<file path="config.mk">
export PLATFORM = sky130hd
export DESIGN_NAME = mine_field_gen_flat
export DESIGN_NICKNAME = d
export VERILOG_FILES = /design/src/rtl/mine_field_gen_if.sv /design/src/rtl/mine_field_gen.sv /design/src/flat_wrapper.sv
export SDC_FILE = /design/constraint.sdc
export NUM_CORES = 1
export LEC_CHECK = 0
export CAP_MARGIN = 30
export CORE_ASPECT_RATIO = 0.6
export CORE_MARGIN = 1.5
export CORE_UTILIZATION = 25
export DETAILED_ROUTE_END_ITERATION = 6
export HOLD_SLACK_MARGIN = 0.08
export PLACE_DENSITY = 0.5
export SLEW_MARGIN = 10
export SYNTH_ARGS = -nofsm -noshare
export SYNTH_HDL_FRONTEND = slang
export SYNTH_SLANG_ARGS = --single-unit
</file>
<file path="constraint.sdc">
create_clock -name clk -period 6.8 [get_ports clk]
set_clock_uncertainty 0.2 [all_clocks]
set_input_delay 0.68 -clock clk [delete_from_list [all_inputs] [get_ports clk]]
set_output_delay 0.68 -clock clk [all_outputs]
set_load 0.02 [all_outputs]
</file>
<file path="src/rtl/mine_field_gen_if.sv">
// Request/status/read-port bundle for mine_field_gen; master drives requests and read addresses.
interface mine_field_gen_if #(
    parameter int MAX_DIM = 16,
    parameter int MINE_W  = 8
);
    localparam int K = $clog2(MAX_DIM);

    logic              start;
    logic [4:0]        dimension_size;
    logic [MINE_W-1:0] mines;
    logic [K-1:0]      safe_x;
    logic [K-1:0]      safe_y;
    logic [K-1:0]      rd_x;
    logic [K-1:0]      rd_y;
    logic              rd_mine;
    logic              busy;
    logic              done;
    logic              err;
    logic [MINE_W-1:0] mines_placed;

    modport master (
        output start, dimension_size, mines, safe_x, safe_y, rd_x, rd_y,
        input  rd_mine, busy, done, err, mines_placed
    );

    modport slave (
        input  start, dimension_size, mines, safe_x, safe_y, rd_x, rd_y,
        output rd_mine, busy, done, err, mines_placed
    );
endinterface

</file>
<file path="src/rtl/mine_field_gen.sv">
// Random mine-field generator: MAX_DIM row-clear cycles, then one LFSR candidate per cycle; start ignored while busy.
// MINE_SAFE_ZONE_EN widens the first-click exclusion from one cell to the clipped 3x3 block around it.
module mine_field_gen #(
    parameter int          MAX_DIM = 16,
    parameter int          MINE_W  = 8,
    parameter logic [15:0] SEED    = 16'hACE1
) (
    input  logic             clk,
    input  logic             rst,
    mine_field_gen_if.slave  io
);
    localparam int          K     = $clog2(MAX_DIM);
    localparam logic [31:0] MAX_U = MAX_DIM;

    typedef enum logic [1:0] {IDLE, CLEAR, PLACE} state_t;

    state_t            state, state_nxt;
    logic [15:0]       lfsr;
    logic [MAX_DIM-1:0] field [MAX_DIM];
    logic [K-1:0]      clr_row;
    logic [4:0]        dim_l;
    logic [MINE_W-1:0] mines_l;
    logic [MINE_W-1:0] placed;
    logic [K-1:0]      sx_l, sy_l;
    logic              err_q;
    logic              rd_q;
    logic              clear_en, place_en, done_place;

    // Request validation against the capacity left after exclusion
    logic [10:0] sq, excl, cap;
    logic        reject, accept, rej_start;

`ifdef MINE_SAFE_ZONE_EN
    function automatic logic [1:0] axis_span(input logic [5:0] c, input logic [5:0] d);
        logic [5:0] lo, hi;
        lo = (c == 6'd0) ? 6'd0 : c - 6'd1;
        hi = (c + 6'd1 > d - 6'd1) ? d - 6'd1 : c + 6'd1;
        if (d == 6'd0 || hi < lo) return 2'd0;
        return 2'(hi - lo + 6'd1);
    endfunction

    assign excl = 11'(axis_span(6'(io.safe_x), 6'(io.dimension_size)))
                * 11'(axis_span(6'(io.safe_y), 6'(io.dimension_size)));
`else
    assign excl = 11'd1;
`endif

    assign sq        = 11'(io.dimension_size) * 11'(io.dimension_size);
    assign cap       = sq - excl;
    assign reject    = (io.dimension_size < 5'd2) || (32'(io.dimension_size) > MAX_U)
                     || (32'(io.mines) > 32'(cap));
    assign accept    = (state == IDLE) && io.start && !reject;
    assign rej_start = (state == IDLE) && io.start && reject;

    // Candidate cell drawn from the low LFSR bits
    logic [K-1:0] cx, cy;
    logic         in_board, excluded, take;

    assign cx       = lfsr[K-1:0];
    assign cy       = lfsr[2*K-1:K];
    assign in_board = (6'(cx) < 6'(dim_l)) && (6'(cy) < 6'(dim_l));
`ifdef MINE_SAFE_ZONE_EN
    assign excluded = (7'(cx) + 7'd1 >= 7'(sx_l)) && (7'(cx) <= 7'(sx_l) + 7'd1)
                   && (7'(cy) + 7'd1 >= 7'(sy_l)) && (7'(cy) <= 7'(sy_l) + 7'd1);
`else
    assign excluded = (cx == sx_l) && (cy == sy_l);
`endif
    assign take     = in_board && !excluded && !field[cy][cx];

    always_ff @(posedge clk) begin
        if (rst) state <= IDLE;
        else     state <= state_nxt;
    end

    always_comb begin
        state_nxt  = state;
        clear_en   = 1'b0;
        place_en   = 1'b0;
        done_place = 1'b0;
        case (state)
            IDLE:  if (accept) state_nxt = CLEAR;
            CLEAR: begin
                clear_en = 1'b1;
                if (clr_row == K'(MAX_DIM - 1)) state_nxt = PLACE;
            end
            PLACE: begin
                if (placed == mines_l) begin
                    done_place = 1'b1;
                    state_nxt  = IDLE;
                end else begin
                    place_en = take;
                end
            end
            default: state_nxt = IDLE;
        endcase
    end

    always_ff @(posedge clk) begin
        if (rst) begin
            lfsr    <= SEED;
            clr_row <= '0;
            dim_l   <= '0;
            mines_l <= '0;
            sx_l    <= '0;
            sy_l    <= '0;
            placed  <= '0;
            err_q   <= 1'b0;
            rd_q    <= 1'b0;
            for (int r = 0; r < MAX_DIM; r++) field[r] <= '0;
        end else begin
            lfsr  <= {1'b0, lfsr[15:1]} ^ (lfsr[0] ? 16'hB400 : 16'h0000);
            err_q <= rej_start;
            rd_q  <= ((32'(io.rd_x) < MAX_U) && (32'(io.rd_y) < MAX_U)) ? field[io.rd_y][io.rd_x] : 1'b0;
            if (accept) begin
                dim_l   <= io.dimension_size;
                mines_l <= io.mines;
                sx_l    <= io.safe_x;
                sy_l    <= io.safe_y;
                clr_row <= '0;
            end
            if (clear_en) begin
                field[clr_row] <= '0;
                clr_row        <= clr_row + K'(1);
                placed         <= '0;
            end
            if (place_en) begin
                field[cy][cx] <= 1'b1;
                placed        <= placed + MINE_W'(1);
            end
        end
    end

    assign io.busy         = (state != IDLE);
    assign io.done         = done_place | err_q;
    assign io.err          = err_q;
    assign io.rd_mine      = rd_q;
    assign io.mines_placed = placed;
endmodule

</file>
<file path="src/flat_wrapper.sv">
// flat-port wrapper written by rule: the top's interface ports become plain ports
module mine_field_gen_flat 
#(
    parameter int          MAX_DIM = 16,
    parameter int          MINE_W  = 8,
    parameter logic [15:0] SEED    = 16'hACE1
)
  (clk, rst, io_start, io_dimension_size, io_mines, io_safe_x, io_safe_y, io_rd_x, io_rd_y, io_rd_mine, io_busy, io_done, io_err, io_mines_placed);
  mine_field_gen_if #(.MAX_DIM(MAX_DIM), .MINE_W(MINE_W)) io_i ();
  input  logic clk;
  input  logic rst;
  input wire logic [$bits(io_i.start)-1:0] io_start;
  input wire logic [$bits(io_i.dimension_size)-1:0] io_dimension_size;
  input wire logic [$bits(io_i.mines)-1:0] io_mines;
  input wire logic [$bits(io_i.safe_x)-1:0] io_safe_x;
  input wire logic [$bits(io_i.safe_y)-1:0] io_safe_y;
  input wire logic [$bits(io_i.rd_x)-1:0] io_rd_x;
  input wire logic [$bits(io_i.rd_y)-1:0] io_rd_y;
  output wire logic [$bits(io_i.rd_mine)-1:0] io_rd_mine;
  output wire logic [$bits(io_i.busy)-1:0] io_busy;
  output wire logic [$bits(io_i.done)-1:0] io_done;
  output wire logic [$bits(io_i.err)-1:0] io_err;
  output wire logic [$bits(io_i.mines_placed)-1:0] io_mines_placed;
  assign io_i.start = io_start;
  assign io_i.dimension_size = io_dimension_size;
  assign io_i.mines = io_mines;
  assign io_i.safe_x = io_safe_x;
  assign io_i.safe_y = io_safe_y;
  assign io_i.rd_x = io_rd_x;
  assign io_i.rd_y = io_rd_y;
  assign io_rd_mine = io_i.rd_mine;
  assign io_busy = io_i.busy;
  assign io_done = io_i.done;
  assign io_err = io_i.err;
  assign io_mines_placed = io_i.mines_placed;
  mine_field_gen #(.MAX_DIM(MAX_DIM), .MINE_W(MINE_W), .SEED(SEED)) u_core (.clk(clk), .rst(rst), .io(io_i));
endmodule
</file>
[Word-level counts from Yosys, hierarchy flattened]
Memory sizes are Yosys's and may differ from the RTL's. A register that Yosys moved wholly into a read port is not among the register bits.
Index checks and enable logic that the tools add are counted.
Cells by class
  $add $sub $neg: 3
  multiply operators: 1
  order comparisons: 8
  eq/ne operators: 9
  multiplexer cells: 35
  bitwise logic cells: 2
  reduce and logical (&&, ||, !) cells: 20
Operators with widths (number)
  two-way mux 16 bit: 5
  OR reduction 16 bit: 2
  two-way mux 4 bit: 5
  two-way mux 1 bit: 16
  two-way mux 8 bit: 2
  bitwise XOR 15 x 16 -> 16 bit: 1
  greater-than comparator 8 x 11 -> 1 bit: 1
  subtractor 10 x 1 -> 11 bit (second input constant): 1
  less-than comparator 4 x 5 -> 1 bit: 2
  less-than comparator 4 x 5 -> 1 bit (second input constant): 2
  multiplier 5 x 5 -> 10 bit: 1
  adder 8 x 1 -> 8 bit (second input constant): 1
  binary-select mux 1 bit (select 4 bit): 2
  equality test 4 bit: 2
  equality test 8 bit: 1
  logical AND 1 bit: 8
  two-way mux 2 bit: 3
  inequality test 2 x 1 -> 1 bit (second input constant): 3
  one-hot mux 2 bit (3 select lines): 1
  nonzero test 2 bit: 3
  greater-than comparator 5 bit (second input constant): 1
  less-than comparator 5 x 2 -> 1 bit (second input constant): 1
  adder 4 x 1 -> 4 bit (second input constant): 1
  demux 1 bit (select 4 bit): 1
  other kinds (9): 12
Storage, ports and cells
  register bits: 53
  bits in writable memories: 256
  input port bits: 32
  output and inout bits: 12
  memories kept: 1
Memory list
  u_core.field: depth 16, bits a word 16, rd ports 2, clocked after memory_dff 1, wr ports 16, RTL line mine_field_gen.sv:19  | logic [MAX_DIM-1:0] field [MAX_DIM];

[Logic depth before layout (Yosys ltp)]
Gate-level depths: netlist of the first run.
  depth in word-level cells: 12
  mapped depth: 23

[Least setup slack after synthesis of the first run]
No wires, ideal clock.
  kind: input -> register
  start: input io_dimension_size[2]
  end: register u_core.sx_l[3]
  arrival: 5.229 ns
  setup slack: 1.244 ns
  stages: 19
  path buffers: 2
  cell sequence: clkbuf_1 nand2_1 inv_1 ha_1 inv_1 fa_1 fa_1 ha_1 xor2_1 ha_1 or2_2 a211oi_1 a21oi_1 o2111ai_1 o21ai_0 a211oi_1 clkbuf_1 mux2i_1 nor2_1
On the way
  cells in the longest elaborated chain, start to end: 6
  elaborated cells between the ends (all ways): 9
  classes of those cells: 1 x add/sub; 1 x mul; 3 x order compare; 4 x reduce/logical
Ends and longest elaborated chain
  start: declaration: RTL line flat_wrapper.sv:13  | input wire logic [$bits(io_i.dimension_size)-1:0] io_dimension_size;
  multiplier 5 x 5 -> 10 bit: RTL line mine_field_gen.sv:48  | assign sq = 11'(io.dimension_size) * 11'(io.dimension_size);
  subtractor 10 x 1 -> 11 bit: RTL line mine_field_gen.sv:49  | assign cap = sq - excl;
  greater-than comparator 8 x 11 -> 1 bit: RTL line mine_field_gen.sv:51  | || (32'(io.mines) > 32'(cap));
  logical OR 1 bit *: RTL line mine_field_gen.sv:51
  logical NOT 1 bit *: RTL line mine_field_gen.sv:52  | assign accept = (state == IDLE) && io.start && !reject;
  logical AND 1 bit *: RTL line mine_field_gen.sv:52
  end signal: assignment: RTL line mine_field_gen.sv:117  | sx_l <= io.safe_x;
  end: declaration: RTL line mine_field_gen.sv:24  | logic [K-1:0] sx_l, sy_l;
Every way passes the cells marked *; elsewhere a longest branch is shown, timed or not.
A chain may end at the register's enable or synchronous reset.

[Final worst setup path of the first run]
  start: input io_dimension_size[2]
  end: register u_core.clr_row[0]
On the way
  cells in the longest elaborated chain, start to end: 7
  elaborated cells between the ends (all ways): 10
  classes of those cells: 1 x add/sub; 1 x mul; 3 x order compare; 5 x reduce/logical
Ends and longest elaborated chain
  multiplier 5 x 5 -> 10 bit: RTL line mine_field_gen.sv:48
  subtractor 10 x 1 -> 11 bit: RTL line mine_field_gen.sv:49
  greater-than comparator 8 x 11 -> 1 bit: RTL line mine_field_gen.sv:51
  logical OR 1 bit *: RTL line mine_field_gen.sv:51
  logical NOT 1 bit *: RTL line mine_field_gen.sv:52
  logical AND 1 bit *: RTL line mine_field_gen.sv:52
  nonzero test 2 bit (no source line) *
  end signal: assignment: RTL line mine_field_gen.sv:123  | clr_row <= clr_row + K'(1);
  end: declaration: RTL line mine_field_gen.sv:20  | logic [K-1:0] clr_row;
Marked as above.

==> results.cfg, run 1 <==
[clocking]
hold_buffers = 0
clk_latency_ns = 0.55
clockRootBuffer = clkbuf_16
postCtsSetupBuffers = 0
htreeDepth = 2
cts_sinks = 309
cts_tree = built
ctsResizeCount = 0
cts_buffer_depth = 3
path_clk_slew_ns = 0.06
cts_made_buffers = 35

[outcome]
status = finished clean

[synth]
synth.top_cell.area_share = 0.407
synth_area_mm2 = 0.0189
syn-num-nets = 1748
synth_seq_area_share = 0.463
ys_ff_latch = 309
synthArstFlopShare = 0
synth_top_cell_by_area = edfxtp_1
syn_avg_cell_area_um2 = 11.2
synth_edf_count = 256
ys.warnings.count = 0
postSynthCellCount = 1680
synth.distinct_cells = 65
synth_flop_cell = edfxtp_1
synth_area_leaders = edfxtp_1 (41%), mux4_2 (17%), nor2b_1 (7.9%)

[min_path]
min_path_type = reg -> reg
min_from = u_core.lfsr[12]
min_to = u_core.lfsr[11]
hold_depth = 1

[die]
die_width_um = 358
initial_core_util = 0.254
core_area_mm2 = 0.0742
boundaryPins = 44
die_height_um = 216
die_area_mm2 = 0.0772
rows = 77

[worst_setup_path]
reg2reg_slack_ns = 1.23
r2r_end = u_core.field[5][13]
timing.rr.start = u_core.lfsr[4]
critPathKind = in -> reg
reg2regPathDepth = 14
critPathCaptureType = flop
cp_data_arrival_time_ns = 5.89
critPathMaxFanout = 23
required_ns = 7.03
start_kind = primary input

[route]
post_drt_wl_per_cell_um = 25.0
drc = 0
drt_iter0_markers = 1813
firstDrtPassIters = 5
drtAntennaViolNets = 0
wl_um = 67600
vias_per_cell = 5.26
vias = 14200

[sta]
fin_crit_sh = 0.833
max-slew-margin-rel = 0.314
setup_viol = 0
holdWs_ns = 0.209
worstMarginPinSlew_ns = 1.02
drv_slew = 0
rsz0062_at_grt = false
finalSetupTns_ns = 0
clock.fmax_ghz = 0.177
fin_ws_ns = 1.14
finalCriticalPeriod_ns = 5.66
hold_viol = 0

[final_layout]
drive_above_1_share = 0.190
postLayoutCoreUtil = 0.294
final_common_cell = nor2_1
finalNetCount = 1757
areaGrowthSynthToFinish_pct = 15.7
nFillCells = 7588
final_cell_mix = nor2_1 (368), edfxtp_1 (256), nor2b_1 (237)

[global_routing]
antenna_found_initial = 6
grt_pass1_wl_um = 97500
grt_start_max_net_pins = 70
groute.usage.overall = 0.173
grt_overflow = 0
grt_pass1_vias = 13700

[placement]
portBuffers = 43
hpwl_um = 46300
pre_cts_ws_ns = 0.622
finalWeightedCongestion = 0.876

[power_and_ir_drop]
p_per_area_mw_per_mm2 = 239
leakagePower_uw = 0.00722
ir_drop_mv = 0.154
power_uw = 5220

[run]
drv_cap = 0
==> cell type report <==
type | count | area (µm²) | share of cell area
tap | 987 | 1230 | 0.0565
inverter | 27 | 101 | 0.00464
sequential | 309 | 8760 | 0.401
multi-input combinational | 1194 | 9430 | 0.431
clock inverter | 18 | 272 | 0.0124
antenna | 3 | 7.51 | 0.000344
clock buffer | 45 | 955 | 0.0437
timing repair buffer | 122 | 1090 | 0.0500
==> per-layer routing <==
| metal | global-route usage | part of all wire | up-vias |
|---|---|---|---|
| met5 | 0 | 0.00031 | - |
| met4 | 0.0347 | 0.019 | 4 |
| met3 | 0.0545 | 0.13 | 86 |
| met2 | 0.233 | 0.40 | 809 |
| met1 | 0.266 | 0.46 | 7254 |
| li1 | - | - | 6080 |
==> logic make-up (layout without fill, tap and decap cells) <==
group	after synthesis	in the layout	share of synthesized area
xor+xnor	29	29	0.0135
flops	309	309	0.463
compound gates	141	141	0.0534
other cells	0	3	0
mux	205	205	0.203
buf+inv	177	212	0.0394
simple gates	783	783	0.201
fa+ha+maj	36	36	0.0259
==> power by group <==
| group | total (µW) | internal [µW] | leakage (µW) | switching, µW |
|---|---|---|---|---|
| combinational | 918 | 393 | 0.00367 | 525 |
| sequential | 2210 | 2140 | 0.00296 | 70.0 |
| clock | 2090 | 1260 | 0.000595 | 827 |
==> cell usage after synthesis, types with 7 or more instances <==
cell	number
o21ai_0	11
o211ai_2	13
mux2i_1	55
nor2_1	368
edfxtp_1	256
xnor2_1	25
buf_1	17
nor3_1	15
mux2_2	8
nand2b_1	10
dfxtp_1	53
a21o_1	7
nand4_1	14
buf_2	30
clkbuf_1	94
buf_4	7
a21oi_1	46
or2_2	10
mux4_2	142
nand2_1	59
nand3_1	37
a211oi_1	8
inv_1	25
o211ai_1	9
nor4_1	8
ha_1	31
nor2b_1	237
==> state kept, by name, summed over array words and instances, names as in the netlist, 2 cells and up <==
signal	flops
u_core.io.mines_placed	8
u_core.state	2
u_core.sx_l	4
u_core.dim_l	5
u_core.clr_row	4
u_core.lfsr	16
u_core.sy_l	4
u_core.field	256
u_core.mines_l	8
==> worst max-delay path: stages <==
cell             delay [ns]
clkdlybuf4s50_1        0.60
nand2_1                0.17
inv_1                  0.06
ha_1                   0.30
inv_1                  0.06
fa_1                   0.51
fa_1                   0.50
ha_1                   0.36
nand3_1                0.09
o211ai_1               0.22
nor2_1                 0.09
xor2_1                 0.15
ha_1                   0.21
nor4_1                 0.27
a21oi_1                0.11
o2111ai_1              0.16
o21ai_0                0.26
a211oi_4               0.28
buf_4                  0.39
nor2_1                 0.12
a31o_2                 0.27
==> stage by stage <==
step	cell area [µm²]	instances
after detailed placement	20600	2635
after global routing	21800	2702
after CTS	21800	2698
after global placement	20500	2630
after floorplan	18900	1680
final	21800	2705
==> how the worst max path moves through the flow <==
stage	from	to	slack [ns]	depth (start not counted)
floorplan	io_dimension_size[2]	u_core.sx_l[3]	1.24	19
global placement	io_dimension_size[2]	u_core.clr_row[0]	0.69	21
detailed placement	io_dimension_size[2]	u_core.clr_row[0]	0.62	21
CTS	u_core.lfsr[4]	u_core.field[14][13]	1.10	13
global route	io_dimension_size[2]	u_core.clr_row[0]	0.75	21
finish	io_dimension_size[2]	u_core.clr_row[0]	1.14	21
No activity file was read; power rests on OpenSTA's default activity.
==> inputs of run 2 (changes only) <==
==> constraint.sdc (replaced) <==
create_clock -name clk -period 5.5 [get_ports clk]
set_clock_uncertainty 0.2 [all_clocks]
set_input_delay 0.55 -clock clk [delete_from_list [all_inputs] [get_ports clk]]
set_output_delay 0.55 -clock clk [all_outputs]
set_load 0.02 [all_outputs]
==> run 2 against run 1 <==
  * Flip-flop and latch count is the same
  * Total power grew 21%
  * Global-route usage grew 0.32 points
  * Largest cell class unchanged
  * Sequential power grew 24%
  * Worst hold slack lost 0.0030 ns
  * Clock power grew 11%
  * Combinational power grew 33%
  * Setup slack lost 0.95 ns
  * Critical endpoint is now u_core.field[2][11]
  * Utilization grew 0.49 points
  * Non-clock buffer count grew 39
  * Sequential share of layout area shrank 0.65 points
  * Cell area grew 1.6%
==> results.cfg, run 2 (synthesized netlist as in run 1, its figures left out) <==
[die]
core_area_mm2 = 0.0742
die_width_um = 358
die_area_mm2 = 0.0772
boundaryPins = 44
die_height_um = 216
rows = 77
initial_core_util = 0.254

[placement]
dpl.cell_count = 2671
hpwl_um = 48800
placed_area_mm2 = 0.0210
finalWeightedCongestion = 0.907
portBuffers = 43

[worst_setup_path]
critPathMaxFanout = 31
critPathCaptureType = flop
crit_top_cell = mux4_2
reg2regPathDepth = 11
critPathKind = reg -> reg
slowest_stage = or3b_2
start_kind = flop
required_ns = 5.68
crit_chain = buf_4 -> mux4_2 -> mux2i_1 -> mux4_2 -> o22ai_1 -> a211oi_1 -> or3b_2 -> nor2_2 -> buf_12 -> nand3_1 -> a21oi_1
slowest_delay_ns = 0.74
cp_data_arrival_time_ns = 5.49

[final_layout]
final_cell_mix = nor2_1 (368), edfxtp_1 (256), nor2b_1 (237)
final_common_cell = nor2_1
finalNetCount = 1796
areaGrowthSynthToFinish_pct = 17.6
top_register = u_core.field
postLayoutCellArea_mm2 = 0.0222
register_area_mm2 = 0.00876
top_regs = u_core.field (256), u_core.lfsr (16)
nFillCells = 7607
largest_reg_flops = 256
multi_input_area_mm2 = 0.00942
fin_cells = 2743
drive_above_1_share = 0.208

[clocking]
cts_tree = built
clk_latency_ns = 0.55
clockRootBuffer = clkbuf_16
cts_made_buffers = 35
cts_buffer_depth = 3
path_clk_slew_ns = 0.06
cts_sinks = 309
htreeDepth = 2
hold_buffers = 0

[power_and_ir_drop]
ir_drop_mv = 0.177
leakagePower_uw = 0.00743
p_per_area_mw_per_mm2 = 284

[global_routing]
grt_overflow = 0
grt_pass1_wl_um = 99900
grt_start_max_net_pins = 69
antenna_found_initial = 2
groute.usage.overall = 0.176
grt_pass1_vias = 14100

[sta]
finalSetupTns_ns = 0
drv_slew = 0
setup_viol = 0
finalCriticalPeriod_ns = 5.31
fin_crit_sh = 0.965
worstMarginPinSlew_ns = 0.989
clock.fmax_ghz = 0.188
rsz0062_at_grt = false
hold_viol = 0
max-slew-margin-rel = 0.339

[route]
drt_iter0_markers = 2036
vias = 14700
vias_per_cell = 5.35
wl_um = 69400
firstDrtPassIters = 5
drc = 0
drtAntennaViolNets = 0
post_drt_wl_per_cell_um = 25.3

[outcome]
status = finished clean

[min_path]
hold_depth = 1
min_path_type = reg -> reg

[run]
drv_cap = 0
run 2: worst max-delay path: cells and delay by family (launching register included):
kind | cells | cell delay [ns]
flip-flops | 1 | 0.64
multiplexers | 3 | 1.16
buffers and inverters | 2 | 0.56
AND/OR/NAND/NOR | 3 | 1.45
AO/OA/AOI/OAI | 3 | 1.09
run 2: area by class of cell:
| type | count | share of cell area |
|---|---|---|
| inverters | 27 | 0.00456 |
| flip-flops and latches | 309 | 0.394 |
| multi-input cells | 1194 | 0.424 |
| clock buffers | 42 | 0.0420 |
| well taps | 987 | 0.0556 |
| diodes | 1 | 0.000113 |
| clock inverters | 22 | 0.00749 |
| repair buffers | 161 | 0.0715 |
run 2: what timing repair did:
| action | 4_1_cts | 5_1_grt |
|---|---|---|
| resized for setup | 0 | 2 |
| hold endpoints to repair | 0 | 0 |
| endpoints found under the setup margin | 0 | 34 |
| buffers inserted | 0 | 3 |
run 2: power breakdown:
part | switching, µW | leakage, µW | internal, µW | total (µW)
logic | 671 | 0.00394 | 549 | 1220
registers | 94.2 | 0.00296 | 2650 | 2740
clock network | 1030 | 0.000541 | 1310 | 2330
run 2: path summary, 6_finish.rpt:
path	startpoint	endpoint	slack (ns)
min	u_core.lfsr[12]	u_core.lfsr[11]	0.21
max reg2reg	u_core.lfsr[4]	u_core.field[2][11]	0.19
max	u_core.lfsr[4]	u_core.field[2][11]	0.19
min reg2reg	u_core.lfsr[12]	u_core.lfsr[11]	0.21
run 2: metal layers:
metal | GRT usage | routed length [µm] | up-vias
met5 | 0 | 0 | -
met4 | 0.0318 | 1100 | 0
met3 | 0.0523 | 9100 | 88
met2 | 0.234 | 27600 | 849
met1 | 0.278 | 31700 | 7600
li1 | - | - | 6150
run 2: stage by stage:
stage / setup WS, ns / utilization / hold slack (ns) / total power (µW)
6_report: 0.193 / 0.299 / 0.206 / 6300
5_1_grt: 0.00161 / 0.299 / 0.222 / 6500
4_1_cts: 0.157 / 0.298 / 0.208 / 6300
3_5_place_dp: -0.258 / 0.283 / 0.198 / 3970
3_3_place_gp: -0.124 / 0.283 / 0.195 / 3950
2_1_floorplan: 0.0735 / - / 0.189 / 3500
